## src/rtl/sub_pkg.sv

```systemverilog
// Shared definitions for the serial subtractor: FSM state encoding and a sizing helper.
// Latency: n/a (package only).
// Backpressure: n/a (package only).
package sub_pkg;

    // FSM state encoding shared by the top and any observer logic.
    typedef enum logic [1:0] {
        IDLE = 2'd0,
        BUSY = 2'd1,
        DONE = 2'd2
    } state_t;

    // Ceiling log2, used to size the digit counter; clog2(1) returns 0.
    function automatic int clog2(input int value);
        int result;
        result = 0;
        for (int v = value - 1; v > 0; v = v >> 1) begin
            result = result + 1;
        end
        return result;
    endfunction

endpackage

```

## src/rtl/sub_digit.sv

```systemverilog
// DIGIT-bit ripple-borrow subtract slice: {bout, diff} = a - b - bin.
// Latency: purely combinational, zero cycles.
// Backpressure: none; the caller decides when the result is captured.
module sub_digit #(
    parameter int DIGIT = 4
) (
    input  logic [DIGIT-1:0] a,
    input  logic [DIGIT-1:0] b,
    input  logic             bin,
    output logic [DIGIT-1:0] diff,
    output logic             bout
);

    logic br;

    // Ripple the borrow from the LSB upward, one full-subtractor per bit.
    always_comb begin
        br   = bin;
        diff = '0;
        for (int i = 0; i < DIGIT; i++) begin
            diff[i] = a[i] ^ b[i] ^ br;
            br      = (~a[i] & b[i]) | (~(a[i] ^ b[i]) & br);
        end
        bout = br;
    end

endmodule

```

## src/rtl/serial_subtractor.sv

```systemverilog
// Multi-cycle WIDTH-bit subtractor (a - b - bin), DIGIT bits per cycle, LSB digit first.
// Latency: accept at edge N, out_valid after edge N+STEPS; issue interval STEPS+2 cycles.
// Backpressure: in_ready only in IDLE; result held in DONE until out_ready. SERIAL_SUB_SAT_EN saturates diff at 0.
module serial_subtractor
    import sub_pkg::*;
#(
    parameter int WIDTH = 16,
    parameter int DIGIT = 4
) (
    input  logic             clk,
    input  logic             rst,
    input  logic             in_valid,
    output logic             in_ready,
    input  logic [WIDTH-1:0] a,
    input  logic [WIDTH-1:0] b,
    input  logic             bin,
    output logic             out_valid,
    input  logic             out_ready,
    output logic [WIDTH-1:0] diff,
    output logic             bout,
    output logic             busy
);

    localparam int STEPS = WIDTH / DIGIT;
    localparam int CNT_W = (STEPS > 1) ? clog2(STEPS) : 1;
    localparam logic [CNT_W-1:0] LAST = CNT_W'(STEPS - 1);

    // Operands must split into whole digits; refuse to elaborate otherwise.
    if ((WIDTH % DIGIT) != 0 || DIGIT < 1) begin : g_bad_digit
        $error("serial_subtractor: WIDTH must be a positive multiple of DIGIT");
    end

    state_t           state_q;
    logic [CNT_W-1:0] cnt_q;
    logic             brw_q;
    logic [WIDTH-1:0] a_q;
    logic [WIDTH-1:0] b_q;
    logic [WIDTH-1:0] diff_q;
    logic             bout_q;
    logic             out_vld_q;

    logic [DIGIT-1:0] a_dig;
    logic [DIGIT-1:0] b_dig;
    logic [DIGIT-1:0] d_dig;
    logic             bo_dig;

    // Pick the current digit of each latched operand for the shared slice.
    always_comb begin
        a_dig = a_q[cnt_q * DIGIT +: DIGIT];
        b_dig = b_q[cnt_q * DIGIT +: DIGIT];
    end

    sub_digit #(
        .DIGIT (DIGIT)
    ) u_digit (
        .a    (a_dig),
        .b    (b_dig),
        .bin  (brw_q),
        .diff (d_dig),
        .bout (bo_dig)
    );

    // Control FSM plus datapath registers; diff only changes while BUSY.
    always_ff @(posedge clk) begin
        if (rst) begin
            state_q   <= IDLE;
            cnt_q     <= '0;
            brw_q     <= 1'b0;
            a_q       <= '0;
            b_q       <= '0;
            diff_q    <= '0;
            bout_q    <= 1'b0;
            out_vld_q <= 1'b0;
        end else begin
            case (state_q)
                IDLE: begin
                    if (in_valid) begin
                        a_q     <= a;
                        b_q     <= b;
                        brw_q   <= bin;
                        cnt_q   <= '0;
                        state_q <= BUSY;
                    end
                end
                BUSY: begin
                    diff_q[cnt_q * DIGIT +: DIGIT] <= d_dig;
                    brw_q <= bo_dig;
                    if (cnt_q == LAST) begin
                        cnt_q     <= '0;
                        bout_q    <= bo_dig;
                        out_vld_q <= 1'b1;
                        state_q   <= DONE;
`ifdef SERIAL_SUB_SAT_EN
                        // Underflow clamps to zero; the borrow still reports it.
                        if (bo_dig) begin
                            diff_q <= '0;
                        end
`endif
                    end else begin
                        cnt_q <= cnt_q + 1'b1;
                    end
                end
                DONE: begin
                    if (out_ready) begin
                        out_vld_q <= 1'b0;
                        state_q   <= IDLE;
                    end
                end
                default: begin
                    out_vld_q <= 1'b0;
                    state_q   <= IDLE;
                end
            endcase
        end
    end

    // Ready is masked by reset so nothing is accepted in the reset cycle.
    always_comb begin
        in_ready  = (state_q == IDLE) & ~rst;
        busy      = (state_q != IDLE);
        out_valid = out_vld_q;
        diff      = diff_q;
        bout      = bout_q;
    end

endmodule
```

## config.mk

```make
export PLATFORM = sky130hd
export DESIGN_NAME = serial_subtractor
export DESIGN_NICKNAME = d
export VERILOG_FILES = /design/src/rtl/sub_pkg.sv /design/src/rtl/sub_digit.sv /design/src/rtl/serial_subtractor.sv
export SDC_FILE = /design/constraint.sdc
export NUM_CORES = 1
export LEC_CHECK = 0
export BUFFER_PORTS_ARGS = -buffer_cell sky130_fd_sc_hd__buf_2
export CELL_PAD_IN_SITES_DETAIL_PLACEMENT = 0
export CELL_PAD_IN_SITES_GLOBAL_PLACEMENT = 2
export CORE_AREA = 5 5 100 102
export DETAILED_ROUTE_END_ITERATION = 8
export DIE_AREA = 0 0 105 107
export PLACE_DENSITY = 0.84
export SYNTH_ARGS = -nofsm -noshare
export SYNTH_HDL_FRONTEND = slang
export SYNTH_SLANG_ARGS = --single-unit
```

## constraint.sdc

```tcl
create_clock -name clk -period 3.1 [get_ports clk]
set_clock_uncertainty 0.15 [all_clocks]
set_input_delay 0.62 -clock clk [delete_from_list [all_inputs] [get_ports clk]]
set_output_delay 0.62 -clock clk [all_outputs]
set_load 0.01 [all_outputs]
```

# Word level (Yosys, flattened, before mapping)
# Cells that the tools add are included.
# Widths: inputs -> output; s select.
# op_classes
add_sub_neg	2
multipliers	0
n_div	0
order_cmp	0
eq_ne	6
shift	4
n_mux	13
bitwise	31
n_reduce_logical	8
# ops
cell	n
$neg 4->34	1
$shift 4x34->16 const A	1
$shiftx 4x34->16	1
$shiftx 16x5->4	2
$bwmux 16	1
$mux 2	5
$not 1->1	10
$and 1x1->1	9
$xor 1x1->1	8
$ne 2x2->1 const B	3
$pmux 2 s3	1
$reduce_and 2->1	3
$reduce_and 3->1	2
$eq 2x2->1 const B	2
$or 1x1->1	4
$pmux 2 s2	1
$reduce_bool 2->1	2
$mux 1	3
$pmux 1 s3	1
$add 2x1->2 const B	1
$eq 2x1->1 const B	1
$logic_not 2->1	1
$pmux 1 s2	1
# word_totals
regBits	55
latch_bits	0
ram_bits	0
mem_bits_ro	0
input_bits	37
output_inout_bits	20
word_cells	72
mem_count	0

# Longest topological paths before layout
# depth
depth_word	12
ltp_mapped	12
ltp_nobuf	11

# By module
# From an unflattened synthesis, not the netlist that was laid out.
# hier_totals
hier_cells	279
area_unflattened_um2	2471.1
# by_module_without_submodules
mod	n_inst	cells_each	area_each_um2	seq_area_each_um2
serial_subtractor	1	265	2353.5	1101.1
sub_digit	1	14	117.6	0.0

# Worst setup path after synthesis
# No wires, ideal clock.
# synth_path
path_kind	register to register
from	register cnt_q[1]
to	register diff_q[3] (netlist: diff[3])
setup_time_ps	65
arrival_ps	2916
required_time_ps	2885
slack_ps	-31
stages_incl_launch_ff	13
period_less_slack_ps	3131
cell_sequence	dfxtp_1 buf_2 mux4_2 inv_1 fa_1 inv_1 fa_1 fa_1 inv_1 fa_1 nor3_1 a22oi_1 nor2_1
# synth_between
elab_chain_len	12
word_cells_on_any_way	29
cone_classes	1 x add/sub; 4 x shift; 1 x mux; 23 x bitwise
# synth_lines
element	line	source
from (decl)	serial_subtractor.sv:34	logic [CNT_W-1:0] cnt_q;
from (signal assigned)	serial_subtractor.sv:100	cnt_q <= cnt_q + 1'b1;
$shiftx 16x5->4, on equally long branches	serial_subtractor.sv:49, serial_subtractor.sv:50	
$xor 1x1->1	sub_digit.sv:21, sub_digit.sv:22	
$not 1->1	sub_digit.sv:22	br = (~a[i] & b[i]) | (~(a[i] ^ b[i]) & br);
$and 1x1->1	sub_digit.sv:22	
$or 1x1->1	sub_digit.sv:22	
$and 1x1->1	sub_digit.sv:22	
$or 1x1->1	sub_digit.sv:22	
$and 1x1->1	sub_digit.sv:22	
$or 1x1->1	sub_digit.sv:22	
$xor 1x1->1	sub_digit.sv:21	diff[i] = a[i] ^ b[i] ^ br;
$shiftx 4x34->16	serial_subtractor.sv:86	diff_q[cnt_q * DIGIT +: DIGIT] <= d_dig;
$bwmux 16 (*)	serial_subtractor.sv:86	
to (signal, indexed assignment)	serial_subtractor.sv:86	
to (decl)	serial_subtractor.sv:38	logic [WIDTH-1:0] diff_q;
# Every way passes the cells marked *; elsewhere a longest branch is shown, timed or not.
# A chain may end at the register's enable or synchronous reset.

# Worst setup path after layout
# Ends and elaborated chain as after synthesis.

==> impl_results.md <==
- Fin crit share: 0.960
- Final Critical Period: 2.98 ns
- Antenna cells: 0
- Synth Area in Simple Gates: 0.204
- DRC: 0
- Final Hold Viols: 0
- Num CTS Buffers: 5
- Routed wl met3: 309 um
- Final setup margin: 0.123 ns
- Vias: 2,022
- Pwr dens: 481 nW/um^2
- Top Metal Used: met4
- Clock buffer depth: 2
- Main combinational cell family by area after synthesis: simple AND/OR/NAND/NOR gates
- Top cell by count, worst path: fa_1
- Synth Area in Compound Gates: 0.137
- Global-route wire length before repair: 10,100 um
- CP startpoint kind: register
- Post-CTS setup buffers: 0
- GRT overflow: 0
- Syn avg cell area: 8.88 um^2
- Synth Area in Adders: 0.0635
- DIE HEIGHT: 107 um
- Initial antenna violation count: 0
- Clk slew on worst S/H paths: 0.10 ns
- WL/cell: 13.9 um
- Max cap viols: 0
- # resized after CTS: 0
- Total Routed Length: 6060 um
- Wire length on met1: 2930 um
- Dpl cells: 429
- TNS Setup: 0 ns
- Post-route antenna net violation count: 0
- FF-to-FF Start: cnt_q[1]$_SDFFE_PP0P_
- Final Non-Filler Cells: 437
- Gpl congestion: 0.758
- Worst-Margin Slew: 1.03 ns
- Latest clock arrival within the worst-skew pair: 0.30 ns
- Width of the die: 105 um
- Commonest cells after routing, fill and taps aside: nand2_1, buf_2, dfxtp_1, a21oi_1, nor2_1
- Seq. cell area: 1100 um^2
- Post-Syn Nets: 322
- HPWL Detailed: 4500 um
- CTS tree: yes
- Mux cell area share after synthesis: 0.0779
- Synth Instances: 275
- CTS hold repair buffers: 0
- Sink Count: 55
- CTS H-tree lvls: 2
- WP depth: 11
- Multi-input logic area: 1190 um^2
- Worst setup EP type: register
- Worst Path Buf+Inv: 3
- Critical path data arrival time: 3.07 ns
- Sequential area share after synthesis: 0.451
- Largest net degree at the start of global routing: 56
- CP endpoint: diff[3]$_SDFFE_PP0P_
- Flops & latches, synth: 55
- Reg-to-reg slack, setup: 0.12 ns
- Count of different cell masters after synthesis: 30
- Synth Area in XOR/XNOR: 0
- Max incr delay on CP: 0.50 ns
- Root Driver: clkbuf_8
- Cell Rows: 35
- Vias/cell: 4.63
- Leak: 1.18 nW
- Vias in the first global route: 2,045
- Status: finished, final reports clean
- Core area: 9020 um^2
- Tot Pwr: 0.00139 W
- Layout cells sized above 1: 0.258
- Crit path launch: cnt_q[1]$_SDFFE_PP0P_
- Post-layout util: 0.320
- Worst Hold Class: reg -> reg
- R2R depth: 11
- Most common cell after layout, fill and taps aside: nand2_1
- Crit-path leading delay family: adder cells
- F_max: 336 MHz
- Setup CP Type: reg -> reg
- Routed wl met2: 2800 um
- Filler instances: 997
- First drt pass iteration count: 4
- Pre-CTS WS: 0.0473 ns
- Max-slew headroom: 0.315
- RSZ-0062 raised after global routing: false
- Critical Path Fanout Max: 2
- Tot GR Track Use: 0.110
- Worst EP required: 3.20 ns
- Number of buffers added on ports: 56
- Critical Path Slowest Stage Cell: mux4_2
- Initial drt markers: 88
- Boundary Pins: 57
- Max-slew violation count: 0
- Mapped Area: 2440 um^2
- CP Cell Sequence: mux4_2 > inv_2 > fa_1 > inv_1 > fa_1 > fa_2 > inv_2 > fa_1 > nor3_2 > a22oi_1 > nor2_1
- Final-report setup violation count: 0
- Starting density of the core: 0.271
- Net count reported at finish: 372
- Die Footprint: 11,200 um^2
- Layout Area Growth over Synthesis: 18.3%
- Max VDD drop: 172 uV
- R2R Path End: diff[3]$_SDFFE_PP0P_
- YS warnings: 0
-- registers in the layout, summed over array words and instances (netlist names) --
register / flops
a_q: 16
b_q: 16
bout: 1
brw_q: 1
cnt_q: 2
diff: 16
out_valid: 1
state_q: 2
-- synth_stat cells --
| library cell | instances | area, um^2 |
|---|---|---|
| nand2_1 | 74 | 278 |
| dfxtp_1 | 55 | 1100 |
| a21oi_1 | 41 | 205 |
| nor2_1 | 16 | 60.1 |
| inv_1 | 14 | 52.6 |
| mux4_2 | 8 | 180 |
| a32oi_1 | 7 | 61.3 |
| buf_2 | 7 | 35.0 |
| clkbuf_1 | 6 | 22.5 |
| ha_1 | 6 | 75.1 |
| nand3b_1 | 5 | 37.5 |
| a22oi_1 | 4 | 30.0 |
| buf_6 | 4 | 45.0 |
| fa_1 | 4 | 80.1 |
| nand4_1 | 4 | 25.0 |
| nand3_1 | 3 | 15.0 |
| and4b_1 | 2 | 20.0 |
| nor3_1 | 2 | 10.0 |
| nor3b_2 | 2 | 25.0 |
| a211oi_1 | 1 | 7.51 |
| a221oi_1 | 1 | 8.76 |
| a2bb2oi_1 | 1 | 8.76 |
| and3_1 | 1 | 6.26 |
| buf_4 | 1 | 7.51 |
| mux2i_1 | 1 | 10.0 |
| nand2b_1 | 1 | 6.26 |
| nor2b_1 | 1 | 6.26 |
| o21bai_1 | 1 | 7.51 |
| o22ai_1 | 1 | 6.26 |
| or3b_1 | 1 | 8.76 |
-- cell type report --
type                       instances  share of cell area
inverter                          14              0.0182
clock buffer                       6              0.0251
clock inverter                     2             0.00433
multi-input combinational        188               0.413
tap                              111              0.0481
timing repair buffer              61               0.110
sequential                        55               0.382
-- where the power goes --
part           internal (W)  switching [W]  total, W
clock network      0.000159       0.000232  0.000391
registers          0.000740      0.0000248  0.000765
logic              0.000100       0.000135  0.000235
total              0.000999       0.000391   0.00139
-- worst min-delay path, stage by stage (launching register included) --
cell and delay (ns):
dfxtp_1 0.32, nand2_1 0.05, a21oi_1 0.05
-- cells by family (layout without fill, tap and decap cells) --
| family | after synthesis | after routing |
|---|---|---|
| buffers and inverters | 32 | 83 |
| multiplexers | 9 | 9 |
| flip-flops | 55 | 55 |
| adder cells (fa/ha/maj) | 10 | 10 |
| AND/OR/NAND/NOR | 112 | 112 |
| AO/OA/AOI/OAI | 57 | 57 |
-- worst min-delay path by stage --
stage / slack, ns / endpoint / startpoint / cells past startpoint
global placement: 0.29 / diff[13]$_SDFFE_PP0P_ / diff[13]$_SDFFE_PP0P_ / 2
global route: 0.33 / diff[9]$_SDFFE_PP0P_ / diff[9]$_SDFFE_PP0P_ / 2
CTS: 0.31 / diff[13]$_SDFFE_PP0P_ / diff[13]$_SDFFE_PP0P_ / 2
detailed placement: 0.30 / diff[13]$_SDFFE_PP0P_ / diff[13]$_SDFFE_PP0P_ / 2
finish: 0.30 / diff[10]$_SDFFE_PP0P_ / diff[10]$_SDFFE_PP0P_ / 2
floorplan: 0.28 / a_q[10]$_SDFFE_PP0P_ / a_q[10]$_SDFFE_PP0P_ / 2
-- layer usage --
| layer | track usage | vias up |
|---|---|---|
| li1 | - | 1032 |
| met1 | 0.155 | 941 |
| met2 | 0.170 | 47 |
| met3 | 0.0331 | 2 |
| met4 | 0.0192 | 0 |
| met5 | 0 | - |
-- through the flow --
step / hold WS, ns / cell area, um^2
6_report: 0.305 / 2890
5_1_grt: 0.333 / 2890
4_1_cts: 0.311 / 2880
3_5_place_dp: 0.297 / 2800
3_3_place_gp: 0.291 / 2800
2_1_floorplan: 0.283 / 2440
No activity file was read; power rests on OpenSTA's default activity.
